### src/rtl/mod_counter_pkg.sv
// -----------------------------------------------------------------------------
// mod_counter_pkg
//   Shared types and helpers for the parametrised modulo counter.
//   - cnt_mode_t  : wrap-around versus saturate-at-boundary behaviour
//   - clamp_load(): limits a load value to the counter's terminal value
// -----------------------------------------------------------------------------
package mod_counter_pkg;

   typedef enum logic {
      CNT_WRAP = 1'b0,
      CNT_SAT  = 1'b1
   } cnt_mode_t;

   // Widest counter the arithmetic below is written for.
   localparam int unsigned MAX_SUPPORTED_WIDTH = 32;

   // Values above the terminal value are pulled down to it, so a load can
   // never place the counter outside 0..max_val.
   function automatic logic [31:0] clamp_load(input logic [31:0] value,
                                              input logic [31:0] max_val);
      return (value > max_val) ? max_val : value;
   endfunction

endpackage : mod_counter_pkg

### src/rtl/mod_counter_props.sv
// -----------------------------------------------------------------------------
// mod_counter_props
//   Property checker for mod_counter_gen, compiled only for formal runs.
//   Every port is an input mirroring the counter's own ports.
//   Ports:
//     clk, rst                 clock and asynchronous active-high reset
//     en, up, load, clr        control inputs of the counter
//     load_val [WIDTH]         load value seen by the counter
//     count [WIDTH]            counter state
//     tc, ovf, at_max, at_min  counter status outputs
// -----------------------------------------------------------------------------
`ifdef FORMAL
module mod_counter_props
   import mod_counter_pkg::*;
#(
   parameter int unsigned WIDTH     = 6,
   parameter int unsigned MAX_VAL   = (2 ** WIDTH) - 1,
   parameter int unsigned STEP      = 1,
   parameter bit          SATURATE  = 1'b0,
   parameter int unsigned RESET_VAL = 0
) (
   input logic             clk,
   input logic             rst,
   input logic             en,
   input logic             up,
   input logic             load,
   input logic [WIDTH-1:0] load_val,
   input logic             clr,
   input logic [WIDTH-1:0] count,
   input logic             tc,
   input logic             ovf,
   input logic             at_max,
   input logic             at_min
);

   localparam logic [WIDTH-1:0] MAX_W = WIDTH'(MAX_VAL);
   localparam logic [WIDTH-1:0] RST_W = WIDTH'(RESET_VAL);

   // Set one edge after reset release, so $past() only looks at
   // post-reset cycles.
   logic f_past_valid;

   always_ff @(posedge clk or posedge rst) begin
      if (rst) begin
         f_past_valid <= 1'b0;
      end else begin
         f_past_valid <= 1'b1;
      end
   end

   a_range : assert property (@(posedge clk) disable iff (rst)
      count <= MAX_W);

   a_tc_ovf : assert property (@(posedge clk) disable iff (rst)
      tc |-> ovf);

   a_flags : assert property (@(posedge clk) disable iff (rst)
      (at_max == (count == MAX_W)) && (at_min == (count == '0)));

   a_clr : assert property (@(posedge clk) disable iff (rst)
      (f_past_valid && $past(clr)) |-> ((count == RST_W) && !ovf));

   a_load : assert property (@(posedge clk) disable iff (rst)
      (f_past_valid && $past(load && !clr))
         |-> (count == WIDTH'(clamp_load(32'($past(load_val)), 32'(MAX_VAL)))));

   c_tc_pulse : cover property (@(posedge clk) disable iff (rst)
      f_past_valid && !tc ##1 tc ##1 !tc);

   if (SATURATE) begin : g_cov_sat
      c_saturate : cover property (@(posedge clk) disable iff (rst)
         f_past_valid && tc && $past(en && up) && (count == MAX_W) && ($past(count) == MAX_W));
   end else begin : g_cov_wrap
      c_wrap_up : cover property (@(posedge clk) disable iff (rst)
         f_past_valid && tc && $past(en && up && !load && !clr) && (count < $past(count)));
      c_wrap_dn : cover property (@(posedge clk) disable iff (rst)
         f_past_valid && tc && $past(en && !up && !load && !clr) && (count > $past(count)));
   end

   // STEP only shapes behaviour through the counter itself.
   localparam int unsigned UNUSED_STEP = STEP;

endmodule : mod_counter_props
`endif

### src/rtl/mod_counter_gen.sv
// -----------------------------------------------------------------------------
// mod_counter_gen
//   Parametrised modulo up/down counter.
//   - Configurable width, terminal value and step size.
//   - Wraps modulo (MAX_VAL+1) or saturates at the boundary.
//   - Per-edge priority: clr > load > en.
//   Ports:
//     clk       in   clock, rising edge
//     rst       in   asynchronous reset, active-high
//     en        in   count enable
//     up        in   direction, 1 = up, 0 = down (used only while en=1)
//     load      in   synchronous load of load_val (clamped to MAX_VAL)
//     load_val  in   [WIDTH] load value
//     clr       in   synchronous clear to RESET_VAL, also clears ovf
//     count     out  [WIDTH] current count, registered
//     tc        out  one-cycle pulse: a boundary event happened on the last edge
//     ovf       out  sticky boundary-event flag
//     at_max    out  count == MAX_VAL
//     at_min    out  count == 0
// -----------------------------------------------------------------------------
module mod_counter_gen
   import mod_counter_pkg::*;
#(
   parameter int unsigned WIDTH     = 6,
   parameter int unsigned MAX_VAL   = (2 ** WIDTH) - 1,
   parameter int unsigned STEP      = 1,
   parameter bit          SATURATE  = 1'b0,
   parameter int unsigned RESET_VAL = 0
) (
   input  logic             clk,
   input  logic             rst,
   input  logic             en,
   input  logic             up,
   input  logic             load,
   input  logic [WIDTH-1:0] load_val,
   input  logic             clr,
   output logic [WIDTH-1:0] count,
   output logic             tc,
   output logic             ovf,
   output logic             at_max,
   output logic             at_min
);

   // ---------------------------------------------------------------------
   // Parameter sanity checks, evaluated at elaboration
   // ---------------------------------------------------------------------
   if (WIDTH < 1 || WIDTH > MAX_SUPPORTED_WIDTH) begin : g_err_width
      $error("mod_counter_gen: WIDTH must be in 1..32");
   end
   if (MAX_VAL < 1 || MAX_VAL > (2 ** WIDTH) - 1) begin : g_err_max
      $error("mod_counter_gen: MAX_VAL must be in 1..2**WIDTH-1");
   end
   if (STEP < 1 || STEP > MAX_VAL) begin : g_err_step
      $error("mod_counter_gen: STEP must be in 1..MAX_VAL");
   end
   if (RESET_VAL > MAX_VAL) begin : g_err_reset
      $error("mod_counter_gen: RESET_VAL must not exceed MAX_VAL");
   end

   localparam cnt_mode_t MODE = SATURATE ? CNT_SAT : CNT_WRAP;

   // One extra bit keeps count+STEP exact even when MAX_VAL = 2**WIDTH-1.
   localparam logic [WIDTH:0]   MAX_X  = (WIDTH + 1)'(MAX_VAL);
   localparam logic [WIDTH:0]   STEP_X = (WIDTH + 1)'(STEP);
   localparam logic [WIDTH:0]   MOD_X  = MAX_X + 1'b1;
   localparam logic [WIDTH-1:0] MAX_W  = WIDTH'(MAX_VAL);
   localparam logic [WIDTH-1:0] RST_W  = WIDTH'(RESET_VAL);

   logic [WIDTH-1:0] count_q, count_d;
   logic             tc_q,    tc_d;
   logic             ovf_q,   ovf_d;
   logic [WIDTH:0]   cnt_x;
   logic             up_evt;
   logic             dn_evt;

   assign cnt_x  = {1'b0, count_q};
   assign up_evt = cnt_x > (MAX_X - STEP_X);
   assign dn_evt = cnt_x < STEP_X;

   // ---------------------------------------------------------------------
   // Next-state logic
   // ---------------------------------------------------------------------
   always_comb begin
      count_d = count_q;
      tc_d    = 1'b0;
      ovf_d   = ovf_q;

      if (clr) begin
         // A clear suppresses any boundary event that en would have caused.
         count_d = RST_W;
         ovf_d   = 1'b0;
      end else if (load) begin
         count_d = WIDTH'(clamp_load(32'(load_val), 32'(MAX_VAL)));
      end else if (en) begin
         if (up) begin
            if (up_evt) begin
               tc_d    = 1'b1;
               ovf_d   = 1'b1;
               count_d = (MODE == CNT_SAT) ? MAX_W : WIDTH'(cnt_x + STEP_X - MOD_X);
            end else begin
               count_d = WIDTH'(cnt_x + STEP_X);
            end
         end else begin
            if (dn_evt) begin
               tc_d    = 1'b1;
               ovf_d   = 1'b1;
               count_d = (MODE == CNT_SAT) ? '0 : WIDTH'(cnt_x + MOD_X - STEP_X);
            end else begin
               count_d = WIDTH'(cnt_x - STEP_X);
            end
         end
      end
   end

   // ---------------------------------------------------------------------
   // State registers
   // ---------------------------------------------------------------------
   always_ff @(posedge clk or posedge rst) begin
      if (rst) begin
         count_q <= RST_W;
         tc_q    <= 1'b0;
         ovf_q   <= 1'b0;
      end else begin
         count_q <= count_d;
         tc_q    <= tc_d;
         ovf_q   <= ovf_d;
      end
   end

   assign count  = count_q;
   assign tc     = tc_q;
   assign ovf    = ovf_q;
   assign at_max = (count_q == MAX_W);
   assign at_min = (count_q == '0);

`ifdef FORMAL
   mod_counter_props #(
      .WIDTH     (WIDTH),
      .MAX_VAL   (MAX_VAL),
      .STEP      (STEP),
      .SATURATE  (SATURATE),
      .RESET_VAL (RESET_VAL)
   ) u_props (
      .clk      (clk),
      .rst      (rst),
      .en       (en),
      .up       (up),
      .load     (load),
      .load_val (load_val),
      .clr      (clr),
      .count    (count_q),
      .tc       (tc_q),
      .ovf      (ovf_q),
      .at_max   (at_max),
      .at_min   (at_min)
   );
`endif

endmodule : mod_counter_gen

### config.mk
export PLATFORM = sky130hd
export DESIGN_NAME = mod_counter_gen
export DESIGN_NICKNAME = d
export VERILOG_FILES = /design/src/rtl/mod_counter_pkg.sv /design/src/rtl/mod_counter_props.sv /design/src/rtl/mod_counter_gen.sv
export SDC_FILE = /design/constraint.sdc
export NUM_CORES = 1
export LEC_CHECK = 0
export BUFFER_PORTS_ARGS = -buffer_cell sky130_fd_sc_hd__clkbuf_2
export CAP_MARGIN = 40
export CORE_UTILIZATION = 46
export CTS_BUF_LIST = sky130_fd_sc_hd__clkbuf_8
export DETAILED_ROUTE_END_ITERATION = 8
export PLACE_DENSITY = 0.77
export SLEW_MARGIN = 5
export SYNTH_ARGS = -nofsm -noshare
export SYNTH_HDL_FRONTEND = slang
export SYNTH_SLANG_ARGS = --single-unit
### constraint.sdc
create_clock -name clk -period 1.45 [get_ports clk]
set_input_delay 0.145 -clock clk [delete_from_list [all_inputs] [get_ports clk]]
set_output_delay 0.145 -clock clk [all_outputs]
set_load 0.1 [all_outputs]
; Word level (Yosys, flattened, before mapping)
; Index checks and enable logic that the tools add are counted.
[classes]
n_addsub = 5
n_eq_ne = 3
muxes = 18
order_cmp = 2
reduce_logical = 5
[ops]
columns = op, n
row1 = $mux 6, 6
row2 = $sub 6x1->6 const B, 3
row3 = $add 6x1->6 const B, 2
row4 = $mux 1, 12
row5 = $eq 6x6->1 const B, 1
row6 = $gt 6x6->1 const B, 1
row7 = $logic_not 6->1, 1
row8 = $lt 6x1->1 const B, 1
row9 = $reduce_bool 3->1, 2
row10 = $reduce_and 4->1, 1
row11 = $ne 3x1->1 const B, 1
row12 = $ne 2x1->1 const B, 1
row13 = $reduce_bool 2->1, 1
[totals]
reg_bits = 8
output_inout_bits = 10
inputBits = 12

; Depth between registers and ports, before layout
; Gate-level depths: netlist (run 1).
[logic_depth]
ltp_word = 7
mapped_depth = 5

; Worst setup path before layout (run 1)
; OpenSTA, ideal clock, no wires.
[synth_path]
kind = reg2out
from = register count_q[2], in the netlist count[2]
to = output port at_min
stages_incl_launch_ff = 3
arrival_time_ns = 2.721
path_slack_ns = -1.416
path_cell_list = dfrtp_1 > or4_1 > nor2_1
[synth_via]
elab_chain_cells = 1
[synth_rtl]
columns = item, line_no
row1 = from (decl), mod_counter_gen.sv:69  ; logic [WIDTH-1:0] count_q, count_d;
row2 = from (signal assigned), mod_counter_gen.sv:124  ; count_q <= count_d;
row3 = $logic_not 6->1, mod_counter_gen.sv:134  ; assign at_min = (count_q == '0);
row4 = to (decl), mod_counter_gen.sv:41  ; output logic at_min
; Every way passes these cells.

; Worst setup path after layout (run 1)
; Ends and elaborated chain as after synthesis.

==> impl_metrics.prom, run 1 <==
# TYPE chip_impl_metric gauge
chip_impl_metric{name="vias",unit=""} 914
chip_impl_metric{name="mean_post_synth_cell_area",unit="sq um"} 8.95
chip_impl_metric{name="layout_cells_sized_above_1",unit="%"} 60.8
chip_impl_metric{name="syn_nets",unit=""} 89
chip_impl_metric{name="switching_share",unit="%"} 41.3
chip_impl_metric{name="drtIter0Drc",unit=""} 66
chip_impl_metric{name="drv_cap",unit=""} 0
chip_impl_metric{name="cts_num_sinks",unit=""} 8
chip_impl_info{name="synthFlopType",value="dfrtp_1"} 1
chip_impl_metric{name="p_leak",unit="nW"} 0.541
chip_impl_metric{name="area_growth",unit="%"} 86.0
chip_impl_metric{name="antenna_found_initial",unit=""} 0
chip_impl_metric{name="synthArstFlopShare",unit="%"} 100
chip_impl_metric{name="setup_tns",unit="ns"} -1.73
chip_impl_info{name="synth_top_cells_by_area",value="dfrtp_1 (31%), ha_1 (7.7%), inv_1 (4.6%)"} 1
chip_impl_metric{name="std_cell_rows",unit=""} 13
chip_impl_info{name="clk_root_buf",value="clkbuf_8"} 1
chip_impl_metric{name="post-route-drc-count",unit=""} 0
chip_impl_metric{name="num-nets-final",unit=""} 137
chip_impl_metric{name="worstPathRequired",unit="ns"} 1.31
chip_impl_metric{name="n_diodes",unit=""} 0
chip_impl_metric{name="power.internal",unit="uW"} 640
chip_impl_metric{name="grt_pass1_wl",unit="mm"} 3.22
chip_impl_metric{name="max_transition_margin",unit="%"} 64.2
chip_impl_metric{name="antenna_left",unit=""} 0
chip_impl_metric{name="core_area",unit="sq um"} 1320
chip_impl_info{name="min_from",value="load_val[0]"} 1
chip_impl_metric{name="final_core_util",unit="%"} 92.2
chip_impl_metric{name="globalRouteTotalUtil",unit="%"} 31.6
chip_impl_info{name="tritoncts",value="done"} 1
chip_impl_metric{name="total_power",unit="mW"} 1.09
chip_impl_metric{name="clk_path_buf_depth",unit=""} 2
chip_impl_info{name="reg2reg_from",value="count[3]"} 1
chip_impl_metric{name="yosysTopAreaCellShare",unit="%"} 30.7
chip_impl_metric{name="top_level_ports",unit=""} 22
chip_impl_metric{name="yosysWarningCount",unit=""} 0
chip_impl_metric{name="clkSlewWorstSetupHoldPaths",unit="ns"} 0.05
chip_impl_metric{name="timing.final.hold_violations",unit=""} 0
chip_impl_metric{name="grt_start_max_net_pins",unit=""} 12
chip_impl_metric{name="worst-endpoint-arrival",unit="ns"} 1.61
chip_impl_metric{name="detailedPlacementHpwl",unit="mm"} 1.40
chip_impl_metric{name="post-route-min-period",unit="ns"} 1.75
chip_impl_metric{name="ir_drop",unit="uV"} 959
chip_impl_metric{name="final.setup.worst_slack",unit="ns"} -0.305
chip_impl_info{name="unrepaired_setup_endpoints_after_global_routing",value="true"} 1
chip_impl_info{name="status",value="complete, but fails checks"} 1
chip_impl_info{name="worstSetupPathType",value="reg -> out"} 1
chip_impl_metric{name="total_cts_buffers",unit=""} 3
chip_impl_metric{name="dieHeight",unit="um"} 39.7
chip_impl_metric{name="die_area",unit="sq um"} 1570
chip_impl_metric{name="grt_overflow_total",unit=""} 0
chip_impl_metric{name="first_global_vias",unit=""} 715
chip_impl_info{name="holdCritPathClass",value="in -> reg"} 1
chip_impl_metric{name="finalSetupViolations",unit=""} 10
chip_impl_metric{name="initial_core_util",unit="%"} 49.6
chip_impl_metric{name="detailedRoute.firstPassIterationCount",unit=""} 4
chip_impl_metric{name="io_buffer_count",unit=""} 21
chip_impl_metric{name="ctsHtreeMaxLevel",unit=""} 1
chip_impl_info{name="setup.worst_path.start_class",value="flop"} 1
chip_impl_metric{name="insertion_delay",unit="ns"} 0.24
chip_impl_metric{name="wl",unit="mm"} 3.09
chip_impl_info{name="violations",value="setup timing"} 1
chip_impl_metric{name="power_frac_comb",unit="%"} 47.8
chip_impl_metric{name="power.net_switching",unit="uW"} 451
chip_impl_metric{name="gate_count_post_synth",unit=""} 73
chip_impl_metric{name="finalMaxSlewViolations",unit=""} 0
chip_impl_info{name="critPathCaptureType",value="primary output"} 1
chip_impl_metric{name="synth.lib_cells_used.distinct",unit=""} 35
chip_impl_metric{name="die-width",unit="um"} 39.7
chip_impl_metric{name="synth_enable_flop_cells",unit=""} 0
chip_impl_metric{name="worst_clock_skew",unit="ns"} 0.00590
chip_impl_metric{name="layout_worst_path_cycle_share",unit="%"} 121
chip_impl_metric{name="power.density_cell_area",unit="nW/um^2"} 897
chip_impl_info{name="cp-startpoint",value="count[2]"} 1
chip_impl_metric{name="netlist_area",unit="sq um"} 653
chip_impl_metric{name="ys_ff_latch",unit=""} 8
chip_impl_metric{name="drt-wirelength-per-cell",unit="um"} 22.9
chip_impl_metric{name="fmax",unit="MHz"} 570
chip_impl_metric{name="tightest_slew",unit="ns"} 0.539
chip_impl_metric{name="power.sequential.fraction",unit="%"} 24.7
chip_impl_metric{name="synth_sequential_area_ratio",unit="%"} 30.7
chip_impl_metric{name="gpl.final_weighted_congestion",unit=""} 0.825
chip_impl_metric{name="crit_path_max_fo",unit=""} 4
chip_impl_metric{name="power.clock.fraction",unit="%"} 27.4
chip_impl_metric{name="vias_per_cell",unit=""} 6.77
chip_impl_metric{name="r2r_slack",unit="ns"} -0.26
chip_impl_info{name="synth_largest_area_cell",value="dfrtp_1"} 1
-- metrics by stage --
stage	hold WS, ns	setup WS (ns)	instance area, sq um	instances
2_1_floorplan	-0.0392	-0.422	737	73
3_3_place_gp	0.0891	-0.134	998	123
3_5_place_dp	0.0956	-0.184	998	123
4_1_cts	0.135	-0.276	1130	133
5_1_grt	0.165	-0.316	1210	135
6_report	0.152	-0.305	1210	135
-- power groups by stage --
| stage | Combinational (mW) | Sequential (mW) | Clock [mW] |
|---|---|---|---|
| final | 0.521 | 0.270 | 0.299 |
| after global routing | 0.533 | 0.271 | 0.307 |
| after CTS | 0.439 | 0.267 | 0.291 |
| after detailed placement | 0.396 | 0.273 | 0 |
| after global placement | 0.388 | 0.272 | 0 |
| after floorplan | 0.155 | 0.386 | 0 |
-- worst max-delay path, stage by stage, from the launching register on --
cell	delay (ns)
dfrtp_4	0.50
or4_4	0.56
nor2_4	0.13
buf_12	0.18
-- Yosys cell counts, types with 2 or more instances --
library cell and instances:
a21oi_1 3, buf_4 2, buf_6 2, dfrtp_1 8
ha_1 4, inv_1 8, nand2_1 3, nand2b_1 2
nand3_1 4, nand4_1 4, nor2_1 6, o211ai_1 2
or3_1 2, xor2_1 2
-- routing by layer --
metal,part of all wire [%],GRT usage [%]
met5,0,0
met4,5.8,13.8
met3,10,13.6
met2,48,50.0
met1,36,36.3
-- final timing paths --
kind	endpoint	cells past startpoint
worst max-delay path	at_min	3
worst min-delay path	count[0]	3
worst max register to register	count[5]	3
worst min register to register	ovf	1
max in group asynchronous	count[5]	3
min in group asynchronous	count[2]	3
-- sequential cells by signal, summed over array words and instances (netlist names) --
name	cells
ovf	1
count	6
tc	1
-- cell families after synthesis --
kind of cell,count (synthesis),synth area share (%)
AOI/OAI and AO/OA,15,18.4
and+or+nand+nor,31,28.7
xor gates and xnor gates,2,2.68
buffers and inverters,12,10.3
muxes,1,1.53
adders and majority gates,4,7.66
DFF,8,30.7
-- cell type report --
type / instances / area, sq um
multi-input cells: 53 / 503
repair buffers: 47 / 388
flip-flops and latches: 8 / 223
fillers: 51 / 103
clock buffers: 3 / 41.3
inverters: 8 / 37.5
well taps: 15 / 18.8
clock inverters: 1 / 3.75
-- timing repair --
action	in CTS	in global routing
gates resized for setup	12	11
hold buffers	1	0
endpoints found under the setup margin	8	9
pin swaps	8	7
endpoints found under the hold margin	8	0
setup buffers	5	2
-- cell usage in the layout (no fill, tap or decap), types with 2 or more instances in the layout --
master,netlist,routed
buf_4,2,18
clkbuf_2,0,15
buf_6,2,10
inv_1,8,6
dfrtp_4,0,6
nor2_1,6,4
nand4_1,4,4
nand3_1,4,4
nand2_1,3,3
inv_4,0,3
ha_4,0,3
clkbuf_8,0,3
xor2_1,2,2
a21oi_1,3,2
nand2b_1,2,2
o211ai_1,2,2
or3_1,2,2
or4_4,1,2
or4b_4,0,2
nor2_4,0,2
dfrtp_1,8,2
buf_12,0,2
Power figures use the tool's default switching activity.
==> run 2: changes to the inputs <==
RECOVER_POWER = 100   (was default)
==> impl_metrics.prom, run 2 (synthesized netlist as in run 1, its figures left out) <==
# TYPE chip_impl_metric gauge
chip_impl_info{name="status",value="complete, but fails checks"} 1
chip_impl_info{name="violations",value="setup timing"} 1
chip_impl_metric{name="num-nets-final",unit=""} 137
chip_impl_metric{name="grt_start_max_net_pins",unit=""} 12
chip_impl_metric{name="critical-path-max-stage-delay",unit="ns"} 0.56
chip_impl_metric{name="fmax",unit="MHz"} 571
chip_impl_metric{name="wl",unit="mm"} 3.08
chip_impl_metric{name="insertion_delay",unit="ns"} 0.24
chip_impl_metric{name="detailedPlacementHpwl",unit="mm"} 1.40
chip_impl_info{name="max_flop_register",value="count"} 1
chip_impl_metric{name="worst_clock_skew",unit="ns"} 0.00726
chip_impl_metric{name="timing.final.hold_violations",unit=""} 0
chip_impl_metric{name="ctsHtreeMaxLevel",unit=""} 1
chip_impl_metric{name="total_power",unit="mW"} 1.09
chip_impl_info{name="critical-path-top-delay-family",value="simple AND/OR/NAND/NOR gates"} 1
chip_impl_metric{name="clkSlewWorstSetupHoldPaths",unit="ns"} 0.05
chip_impl_metric{name="finalSetupViolations",unit=""} 9
chip_impl_metric{name="ir_drop",unit="uV"} 970
chip_impl_info{name="tritoncts",value="done"} 1
chip_impl_metric{name="post-route-cell-area",unit="sq um"} 1200
chip_impl_metric{name="placed_cells",unit=""} 123
chip_impl_metric{name="io_buffer_count",unit=""} 21
chip_impl_metric{name="final_core_util",unit="%"} 91.5
chip_impl_info{name="clk_root_buf",value="clkbuf_8"} 1
chip_impl_metric{name="die_area",unit="sq um"} 1570
chip_impl_metric{name="layout_cells_sized_above_1",unit="%"} 60.0
chip_impl_metric{name="area_growth",unit="%"} 84.5
chip_impl_metric{name="antenna_left",unit=""} 0
chip_impl_metric{name="worst-endpoint-arrival",unit="ns"} 1.61
chip_impl_metric{name="drtIter0Drc",unit=""} 80
chip_impl_metric{name="globalRouteTotalUtil",unit="%"} 31.6
chip_impl_metric{name="layout_worst_path_cycle_share",unit="%"} 121
chip_impl_metric{name="dieHeight",unit="um"} 39.7
chip_impl_metric{name="post-route-min-period",unit="ns"} 1.75
chip_impl_metric{name="worstPathBufferInverterCount",unit=""} 1
chip_impl_metric{name="grt_pass1_wl",unit="mm"} 3.22
chip_impl_metric{name="number_of_flip_flops_under_the_largest_register_name",unit=""} 6
chip_impl_metric{name="filler_cell_count",unit=""} 53
chip_impl_metric{name="setup_tns",unit="ns"} -1.71
chip_impl_metric{name="crit_path_max_fo",unit=""} 4
chip_impl_metric{name="worstPathRequired",unit="ns"} 1.31
chip_impl_metric{name="die-width",unit="um"} 39.7
chip_impl_info{name="holdCritPathClass",value="in -> reg"} 1
chip_impl_metric{name="p_leak",unit="nW"} 0.535
chip_impl_metric{name="total_cts_buffers",unit=""} 3
chip_impl_info{name="cp_cell_sequence",value="or4_4 -> nor2_4 -> buf_12"} 1
chip_impl_metric{name="drv_cap",unit=""} 0
chip_impl_metric{name="place_area",unit="sq um"} 998
chip_impl_metric{name="finalMaxSlewViolations",unit=""} 0
chip_impl_metric{name="hold-worst-slack",unit="ns"} 0.150
chip_impl_metric{name="cts_num_sinks",unit=""} 8
chip_impl_metric{name="power.density_cell_area",unit="nW/um^2"} 903
chip_impl_metric{name="detailedRoute.firstPassIterationCount",unit=""} 5
chip_impl_metric{name="tightest_slew",unit="ns"} 0.539
chip_impl_metric{name="vias",unit=""} 910
chip_impl_metric{name="initial_core_util",unit="%"} 49.6
chip_impl_info{name="critPathSlowestCell",value="or4_4"} 1
chip_impl_info{name="commonest_cells_after_routing_fill_and_taps_aside",value="clkbuf_2 (16), buf_4 (16), buf_6 (9), inv_1 (6), dfrtp_4 (6)"} 1
chip_impl_metric{name="grt_overflow_total",unit=""} 0
chip_impl_info{name="worstSetupPathType",value="reg -> out"} 1
chip_impl_metric{name="top_level_ports",unit=""} 22
chip_impl_metric{name="drt-wirelength-per-cell",unit="um"} 22.8
chip_impl_metric{name="antenna_found_initial",unit=""} 0
chip_impl_metric{name="clk_path_buf_depth",unit=""} 2
chip_impl_metric{name="detailedPlace.worstSlack",unit="ns"} -0.184
chip_impl_metric{name="final.setup.worst_slack",unit="ns"} -0.302
chip_impl_metric{name="vias_per_cell",unit=""} 6.74
chip_impl_metric{name="max_transition_margin",unit="%"} 64.2
chip_impl_metric{name="first_global_vias",unit=""} 715
chip_impl_info{name="unrepaired_setup_endpoints_after_global_routing",value="true"} 1
chip_impl_info{name="critPathCaptureType",value="primary output"} 1
chip_impl_metric{name="std_cell_rows",unit=""} 13
chip_impl_metric{name="gpl.final_weighted_congestion",unit=""} 0.825
chip_impl_metric{name="post-route-drc-count",unit=""} 0
chip_impl_metric{name="core_area",unit="sq um"} 1320
chip_impl_metric{name="finalNonFillerCells",unit=""} 135
chip_impl_info{name="setup.worst_path.start_class",value="flop"} 1
chip_impl_metric{name="n_diodes",unit=""} 0
==> run 2: final cells by class <==
| class | instances | area [sq um] | area share [%] |
|---|---|---|---|
| Multi-Input combinational cell | 53 | 503 | 41.7 |
| Timing Repair Buffer | 47 | 378 | 31.4 |
| Sequential cell | 8 | 223 | 18.5 |
| Clock inverter | 1 | 3.75 | 0.312 |
| Clock buffer | 3 | 41.3 | 3.43 |
| Inverter | 8 | 37.5 | 3.12 |
| Tap cell | 15 | 18.8 | 1.56 |
==> run 2: tightest hold or removal path, cell delays in order <==
cell and delay (ns):
clkbuf_2 0.08, nand2_1 0.07, a21oi_1 0.06
==> run 2: what timing repair did <==
action	in CTS	in global routing
gates cloned	0	0
buffers inserted	5	2
resized for setup	12	11
pin swaps	8	7
endpoints found under the setup margin	8	9
hold buffers	1	0
hold endpoints to repair	8	0
==> run 2: path summary, 6_finish.rpt <==
path / startpoint / end / slack [ns] / depth (start not counted)
min reg2reg: ovf / ovf / 0.49 / 1
min: load_val[0] / count[0] / 0.15 / 3
max reg2reg: count[3] / count[5] / -0.27 / 3
max in group asynchronous: rst / count[4] / 0.77 / 3
min in group asynchronous: rst / count[2] / 0.39 / 3
max: count[2] / at_min / -0.30 / 3
==> run 2: layer usage <==
layer | GRT usage (%) | share of wire, % | vias to the layer above | wire, um
li1 | - | - | 371 | -
met1 | 36.3 | 37 | 422 | 1140
met2 | 50.0 | 47 | 88 | 1460
met3 | 13.6 | 10 | 29 | 316
met4 | 13.8 | 5.5 | 0 | 171
met5 | 0 | 0 | - | 0
==> run 2: where the power goes <==
part           leakage [nW]  internal, mW  switching [mW]
combinational         0.412         0.202           0.315
sequential           0.0968         0.247          0.0220
clock                0.0269         0.186           0.116
total                 0.535         0.635           0.452
